===== src/rtl/desynk_top.sv =====
`default_nettype none
// ---------------------------------------------------------------------------
// desynk_top : double-blink heartbeat LED (pulse, gap, pulse, rest) from clk.
// Rev 1.0
// ---------------------------------------------------------------------------
module desynk_top #(
  parameter int TICK_DIV   = 2,
  parameter int ON_TICKS   = 1,
  parameter int GAP_TICKS  = 1,
  parameter int REST_TICKS = 2
) (
  input  logic clk,
  input  logic rst,
  output logic led1
);

  localparam int MAX_TICKS = (ON_TICKS > GAP_TICKS) ?
                             ((ON_TICKS > REST_TICKS) ? ON_TICKS : REST_TICKS) :
                             ((GAP_TICKS > REST_TICKS) ? GAP_TICKS : REST_TICKS);
  localparam int CNT_W = (TICK_DIV > 1) ? $clog2(TICK_DIV) : 1;
  localparam int PH_W  = (MAX_TICKS > 1) ? $clog2(MAX_TICKS) : 1;

  localparam logic [CNT_W-1:0] CNT_LAST  = CNT_W'(TICK_DIV - 1);
  localparam logic [PH_W-1:0]  ON_LAST   = PH_W'(ON_TICKS - 1);
  localparam logic [PH_W-1:0]  GAP_LAST  = PH_W'(GAP_TICKS - 1);
  localparam logic [PH_W-1:0]  REST_LAST = PH_W'(REST_TICKS - 1);

  localparam logic [2:0] S_IDLE   = 3'd0;
  localparam logic [2:0] S_PULSE1 = 3'd1;
  localparam logic [2:0] S_GAP    = 3'd2;
  localparam logic [2:0] S_PULSE2 = 3'd3;
  localparam logic [2:0] S_REST   = 3'd4;

  logic [1:0]       sync_q;
  logic             run;
  logic [2:0]       state_q, state_d;
  logic [CNT_W-1:0] cnt_q, cnt_d;
  logic [PH_W-1:0]  phase_q, phase_d;
  logic [PH_W-1:0]  phase_last;
  logic             led1_q, led1_d;
  logic             tick;
  logic             phase_done;

  // Reset asserts asynchronously everywhere but is released to the FSM two edges later.
  always_ff @(posedge clk or negedge rst) begin
    if (!rst) sync_q <= 2'b00;
    else      sync_q <= {sync_q[0], 1'b1};
  end

  assign run        = sync_q[1];
  assign tick       = (state_q != S_IDLE) && (cnt_q == CNT_LAST);
  assign phase_done = tick && (phase_q == phase_last);

  always_comb begin
    case (state_q)
      S_PULSE1, S_PULSE2: phase_last = ON_LAST;
      S_GAP:              phase_last = GAP_LAST;
      default:            phase_last = REST_LAST;
    endcase
  end

  always_comb begin
    cnt_d = '0;
    if (state_q != S_IDLE && !tick) cnt_d = cnt_q + CNT_W'(1);
  end

  always_comb begin
    phase_d = phase_q;
    if (phase_done)  phase_d = '0;
    else if (tick)   phase_d = phase_q + PH_W'(1);
  end

  always_ff @(posedge clk or negedge rst) begin
    if (!rst) begin
      state_q <= S_IDLE;
      cnt_q   <= '0;
      phase_q <= '0;
      led1_q  <= 1'b0;
    end else begin
      state_q <= state_d;
      cnt_q   <= cnt_d;
      phase_q <= phase_d;
      led1_q  <= led1_d;
    end
  end

  always_comb begin
    state_d = state_q;
    case (state_q)
      S_IDLE:   if (run)        state_d = S_PULSE1;
      S_PULSE1: if (phase_done) state_d = S_GAP;
      S_GAP:    if (phase_done) state_d = S_PULSE2;
      S_PULSE2: if (phase_done) state_d = S_REST;
      S_REST:   if (phase_done) state_d = S_PULSE1;
      default:                  state_d = S_IDLE;
    endcase
  end

  // LED is decoded from the next state so it switches on the same edge as state_q.
  always_comb begin
    led1_d = (state_d == S_PULSE1) || (state_d == S_PULSE2);
  end

  assign led1 = led1_q;

endmodule
`default_nettype wire


===== config.mk =====
export PLATFORM = sky130hd
export DESIGN_NAME = desynk_top
export DESIGN_NICKNAME = d
export VERILOG_FILES = /design/src/rtl/desynk_top.sv
export SDC_FILE = /design/constraint.sdc
export NUM_CORES = 1
export LEC_CHECK = 0
export ABC_CLOCK_PERIOD_IN_PS = 1000
export CORE_AREA = 2 2 39 41
export DETAILED_ROUTE_END_ITERATION = 6
export DIE_AREA = 0 0 41 43
export GPL_ROUTABILITY_DRIVEN = 0
export MAX_ROUTING_LAYER = met4
export PLACE_DENSITY = 0.47
export SLEW_MARGIN = 20
export SYNTH_ARGS = -nofsm -noshare
export SYNTH_HDL_FRONTEND = slang
export SYNTH_SLANG_ARGS = --single-unit

===== constraint.sdc =====
create_clock -name clk -period 1 [get_ports clk]
set_input_delay 0.3 -clock clk [delete_from_list [all_inputs] [get_ports clk]]
set_output_delay 0.3 -clock clk [all_outputs]
set_load 0.1 [all_outputs]

==> flow_summary_export.csv, run 1 <==
group,metric,value,unit
layout,final_common_cell,"buf_4",
critical_path,path_cells,"buf_12",
critical_path,startpoint_type,"flip-flop",
place,port_buffers,2,
sta,finalClockSkew,1.04,ps
yosys,ys_ff_latch,8,
grt,antenna_found_initial,0,
cts,clk_pin_slew,60,ps
yosys,synth.avg_cell_area,11.0,um2
cts,numCtsBuffers,3,
floorplanning,core,1380,um2
sta,rsz0062_at_grt,"yes",
yosys,synth-seq-area-share,58.6,%
floorplanning,die_w,41,um
layout,drive_gt1_share,55.6,%
yosys,synth_cell_type_count,19,
cts,ctsHoldBuffers,0,
sta,drv_slew,0,
sta,fmax,885,MHz
power_and_ir_drop,p_comb_share,51.2,%
routing,final_antenna_net_count,0,
outcome,outcome,"finished with violations",
layout,fin_nets,48,
yosys,synth_top_area_share,58.6,%
routing,wl_per_cell,11.5,um
sta,period_needed,1130,ps
power_and_ir_drop,vdd_drop_max,0.00113,V
yosys,synthAdderAreaFrac,0,%
critical_path,arrival,830,ps
routing,drc_errors,0,
yosys,yosys.area_share.simple,17.2,%
critical_path,cpLargestDelayFamily,"flip-flops",
floorplanning,start_util,24.7,%
power_and_ir_drop,pwr_density_cell,3590,nW/um2
grt,grt_max_degree,7,
yosys,synth_top_area_cell,"dfrtp_1",
floorplanning,dieArea,1760,um2
critical_path,path_max_fanout,1,
sta,fin_setup_tns,-233,ps
yosys,syn_area,342,um2
layout,final_cell_mix,"8 x buf_4, 4 x nor2_1, 4 x dfrtp_1, 4 x dfrtp_2, 3 x clkbuf_4",
layout,multi_input_area,149,um2
floorplanning,num_rows,14,
layout,finish.utilization,37.1,%
floorplanning,io_pins,3,
power_and_ir_drop,power_switching,0.735,mW
grt,first_global_vias,264,
power_and_ir_drop,netSwitchingFraction,39.8,%
layout,final.fill_count,146,
critical_path,critPathBufInv,1,
cts,ctsRootBufferMaster,"clkbuf_4",
yosys,synth_top_family_by_area,"simple AND/OR/NAND/NOR gates",
yosys,ys_warn_count,0,
yosys,synth_xor_area_share,2.56,%
sta,finalHoldViolCount,0,
worst_hold_path,min_path_type,"input port to async pin",
sta,post-route-period-util,113,%
flow_run,cap_violations,0,
cts,htree_levels,1,
routing,drt_wl_total,704,um
layout,antenna_cells,0,
cts,cts_tree,"built",
yosys,synth_area_leaders,"dfrtp_1 59%, a21oi_1 4.4%, nor2_1 4.4%",
routing,vias_per_cell,4.51,
routing,dr.pass1.iters,2,
yosys,syn_nets,33,
outcome,violations,"setup timing",
place,hpwl,438,um
critical_path,path_depth,1,
sta,setup-violations-final,3,
critical_path,critPathSlowestCell,"dfrtp_2",
sta,finalWorstSetupSlack,-130,ps
grt,grt.overflow.total,0,
cts,clock-sinks,8,
power_and_ir_drop,p_leak,0.221,nW
yosys,syn_inst,31,
power_and_ir_drop,pwr-share-clk,14.7,%
critical_path,ff2ff_path_depth,3,
cts,cts_max_path_buffers,2,
critical_path,crit_required,700,ps
power_and_ir_drop,finalPower,1.84,mW
critical_path,critical_path_class,"flip-flop to primary output",
layout,area_delta_synth_final,50.2,%
yosys,synth_compound_area_share,15.0,%
critical_path,worstSetupEndpointType,"primary output",
power_and_ir_drop,p_int,1.11,mW
power_and_ir_drop,power_frac_seq,34.1,%
yosys,synth.area.mux_share,0,%
grt,grt_pass1_wl,1.10,mm
layout,final_cell_area,513,um2
place,dpl-instance-area,419,um2
floorplanning,fp.dieH,43,um
layout,regArea,205,um2
cts,clk_latency,260,ps
grt,grt_usage,9.87,%
routing,route.vias.total,275,
routing,drt_iter0_markers,3,
critical_path,max_stage_delay,410,ps
-- power groups by stage --
| stage | sequential [mW] | clock, mW | combinational [mW] |
|---|---|---|---|
| after floorplan | 0.686 | 0 | 0.413 |
| after global placement | 0.581 | 0 | 0.734 |
| after detailed placement | 0.586 | 0 | 0.740 |
| after CTS | 0.575 | 0.279 | 0.832 |
| after global routing | 0.644 | 0.307 | 1.03 |
| final | 0.628 | 0.271 | 0.944 |
-- sequential cells by signal (all words and copies together), names as in the netlist --
name,count
phase_q,1
led1,1
sync_q,2
cnt_q,1
state_q,3
-- per-stage QoR --
step | hold slack [ps] | instances | setup slack (ps)
final | 324 | 61 | -130
after global routing | 323 | 61 | -170
after CTS | 324 | 60 | -139
after detailed placement | 340 | 53 | -54.0
after global placement | 333 | 53 | -36.4
after floorplan | 4.41 | 31 | -3.97
-- path summary, 6_finish.rpt --
check / startpoint / to / slack [ps]
min in group clk: sync_q[0] / sync_q[1] / 350
min: rst / phase_q / 320
min reg2reg: sync_q[0] / sync_q[1] / 350
max reg2reg: phase_q / state_q[0] / -60
max in group asynchronous: rst / led1 / 550
max: led1 / led1 / -130
-- metal layers --
metal	global-route usage, %	routed length (um)	vias up
li1	-	-	132
met1	10.6	281	136
met2	14.1	382	5
met3	4.71	29	2
met4	6.00	10	0
met5	-	0	-
-- cell type report --
cell class | count | share of cell area [%]
sequential | 8 | 40.0
clock buffer | 4 | 5.12
timing repair buffer | 12 | 22.0
tap | 16 | 3.90
multi-input combinational | 21 | 29.0
-- logic make-up (layout without fill, tap and decap cells) --
kind of cell / count (synthesis) / in the layout
simple gates: 11 / 11
compound gates: 8 / 8
buf+inv: 2 / 16
other cells: 1 / 1
flops: 8 / 8
xor+xnor: 1 / 1
-- synthesized netlist by cell type, drive strengths merged --
cell	n
dfrtp	8
nor2	4
a21oi	3
buf	2
a211oi	1
a22o	1
a31oi	1
and4b	1
conb	1
nand2	1
nand2b	1
nand3	1
nand3b	1
nor2b	1
nor3	1
o21a	1
o21ai	1
xor2	1
-- what timing repair did --
item                       in CTS  in global routing
setup endpoints to repair       3                  6
gates resized for setup         1                 10
pin swaps                       3                  2
buffers inserted                3                  1
Note: power is estimated with default switching activity, not from simulation.
==> run 2: changes to the inputs <==
--- a/config.mk
+++ b/config.mk
@@ -16,3 +16,4 @@
 export SYNTH_ARGS = -nofsm -noshare
 export SYNTH_HDL_FRONTEND = slang
 export SYNTH_SLANG_ARGS = --single-unit
+export TNS_END_PERCENT = 50
==> flow_summary_export.csv, run 2 (synthesized netlist as in run 1, its figures left out) <==
group,metric,value,unit
critical_path,critPathBufInv,1,
cts,htree_levels,1,
grt,first_global_vias,255,
floorplanning,core,1380,um2
place,port_buffers,2,
layout,biggestRegsByFlops,"state_q x3, sync_q x2",
power_and_ir_drop,p_leak,0.211,nW
worst_hold_path,min_path_type,"input port to async pin",
sta,finalWorstSetupSlack,-131,ps
place,post-place-ws,-33.9,ps
cts,clock-sinks,8,
cts,ctsHoldBuffers,0,
critical_path,crit_required,700,ps
critical_path,path_cells,"buf_12",
routing,route.vias.total,272,
outcome,violations,"setup timing",
sta,setup-violations-final,3,
cts,cts_tree,"built",
cts,clk_latency,260,ps
sta,finalClockSkew,4.46,ps
critical_path,ff2ff_path_depth,3,
grt,grt_pass1_wl,1.02,mm
critical_path,crit_start,"led1",
cts,ctsRootBufferMaster,"clkbuf_4",
layout,final_cells,59,
layout,regMostFlops,"state_q",
floorplanning,io_pins,3,
critical_path,r2r-end,"state_q[0]",
sta,period_needed,1130,ps
power_and_ir_drop,vdd_drop_max,0.00113,V
routing,drc_errors,0,
sta,finalHoldViolCount,0,
critical_path,arrival,830,ps
grt,grt_usage,9.34,%
flow_run,cap_violations,0,
floorplanning,start_util,24.7,%
routing,vias_per_cell,4.61,
power_and_ir_drop,finalPower,1.75,mW
floorplanning,num_rows,14,
grt,antenna_found_initial,0,
layout,final_cell_mix,"8 x buf_4, 5 x dfrtp_1, 4 x nor2_1",
layout,antenna_cells,0,
layout,largest_reg_flops,3,
sta,fmax,884,MHz
routing,dr_wl_met2,298,um
critical_path,critical_path_class,"flip-flop to primary output",
floorplanning,die_w,41,um
routing,final_antenna_net_count,0,
critical_path,max_stage_delay,410,ps
critical_path,cpLargestDelayFamily,"flip-flops",
layout,drive_gt1_share,51.2,%
sta,rsz0062_at_grt,"yes",
critical_path,reg2reg_slack,-50,ps
layout,area_delta_synth_final,43.2,%
layout,final_common_cell,"buf_4",
floorplanning,fp.dieH,43,um
routing,drt_wl_total,628,um
outcome,outcome,"finished with violations",
grt,grt_max_degree,7,
grt,grt.overflow.total,0,
critical_path,critPathSlowestCell,"dfrtp_2",
routing,dr.pass1.iters,4,
routing,wl_per_cell,10.6,um
critical_path,path_max_fanout,1,
critical_path,reg2reg_from,"phase_q",
layout,fin_nets,46,
critical_path,worstSetupEndpointType,"primary output",
routing,drt_iter0_markers,1,
sta,drv_slew,0,
routing,highest_layer,"met4",
routing,wl_met1,252,um
sta,fin_hold_ws,318,ps
place,dp_cells,55,
critical_path,critPathCapture,"led1",
floorplanning,dieArea,1760,um2
cts,numCtsBuffers,3,
sta,post-route-period-util,113,%
routing,wl_met3,43,um
critical_path,path_depth,1,
cts,cts_max_path_buffers,2,
cts,clk_pin_slew,60,ps
sta,fin_setup_tns,-205,ps
power_and_ir_drop,pwr_density_cell,3570,nW/um2
critical_path,startpoint_type,"flip-flop",
run 2: cell count changes in the layout (fill, tap and decap cells not counted):
| cell | delta |
|---|---|
| buf_6 | -2 |
| dfrtp_1 | +1 |
| dfrtp_2 | -1 |
run 2: worst min path at each step:
stage / start / endpoint / slack [ps] / cells after the start
floorplan: rst / cnt_q / 4 / 0
global placement: sync_q[0] / sync_q[1] / 330 / 0
detailed placement: sync_q[0] / sync_q[1] / 340 / 0
CTS: rst / state_q[1] / 330 / 2
global route: rst / state_q[1] / 340 / 2
finish: rst / state_q[1] / 320 / 2
run 2: cell type report:
cell class                      instances  area (um2)
Sequential cell                         8         204
Multi-Input combinational cell         21         149
Timing Repair Buffer                   10        90.1
Fill cell                             135         895
Tap cell                               16        20.0
Clock buffer                            4        26.3
run 2: repair_timing:
item / in CTS / in global routing
gates resized for setup: 0 / 8
setup endpoints to repair: 3 / 5
setup buffers: 0 / 0
pin swaps: 0 / 1
run 2: report_power, final:
group	switching, mW	internal [mW]	total, mW
clock network	0.122	0.153	0.275
registers	0.154	0.455	0.609
logic	0.438	0.426	0.864
run 2: layer usage:
layer	vias to the layer above	track usage, %
met5	-	-
met4	0	8.00
met3	5	3.14
met2	11	11.6
met1	124	11.6
li1	132	-
run 2: metrics by stage:
stage	cell area, um2	util (%)
5_1_grt	489	35.4
3_5_place_dp	434	31.4
3_3_place_gp	434	31.4
2_1_floorplan	343	-
4_1_cts	460	33.3
6_report	489	35.4
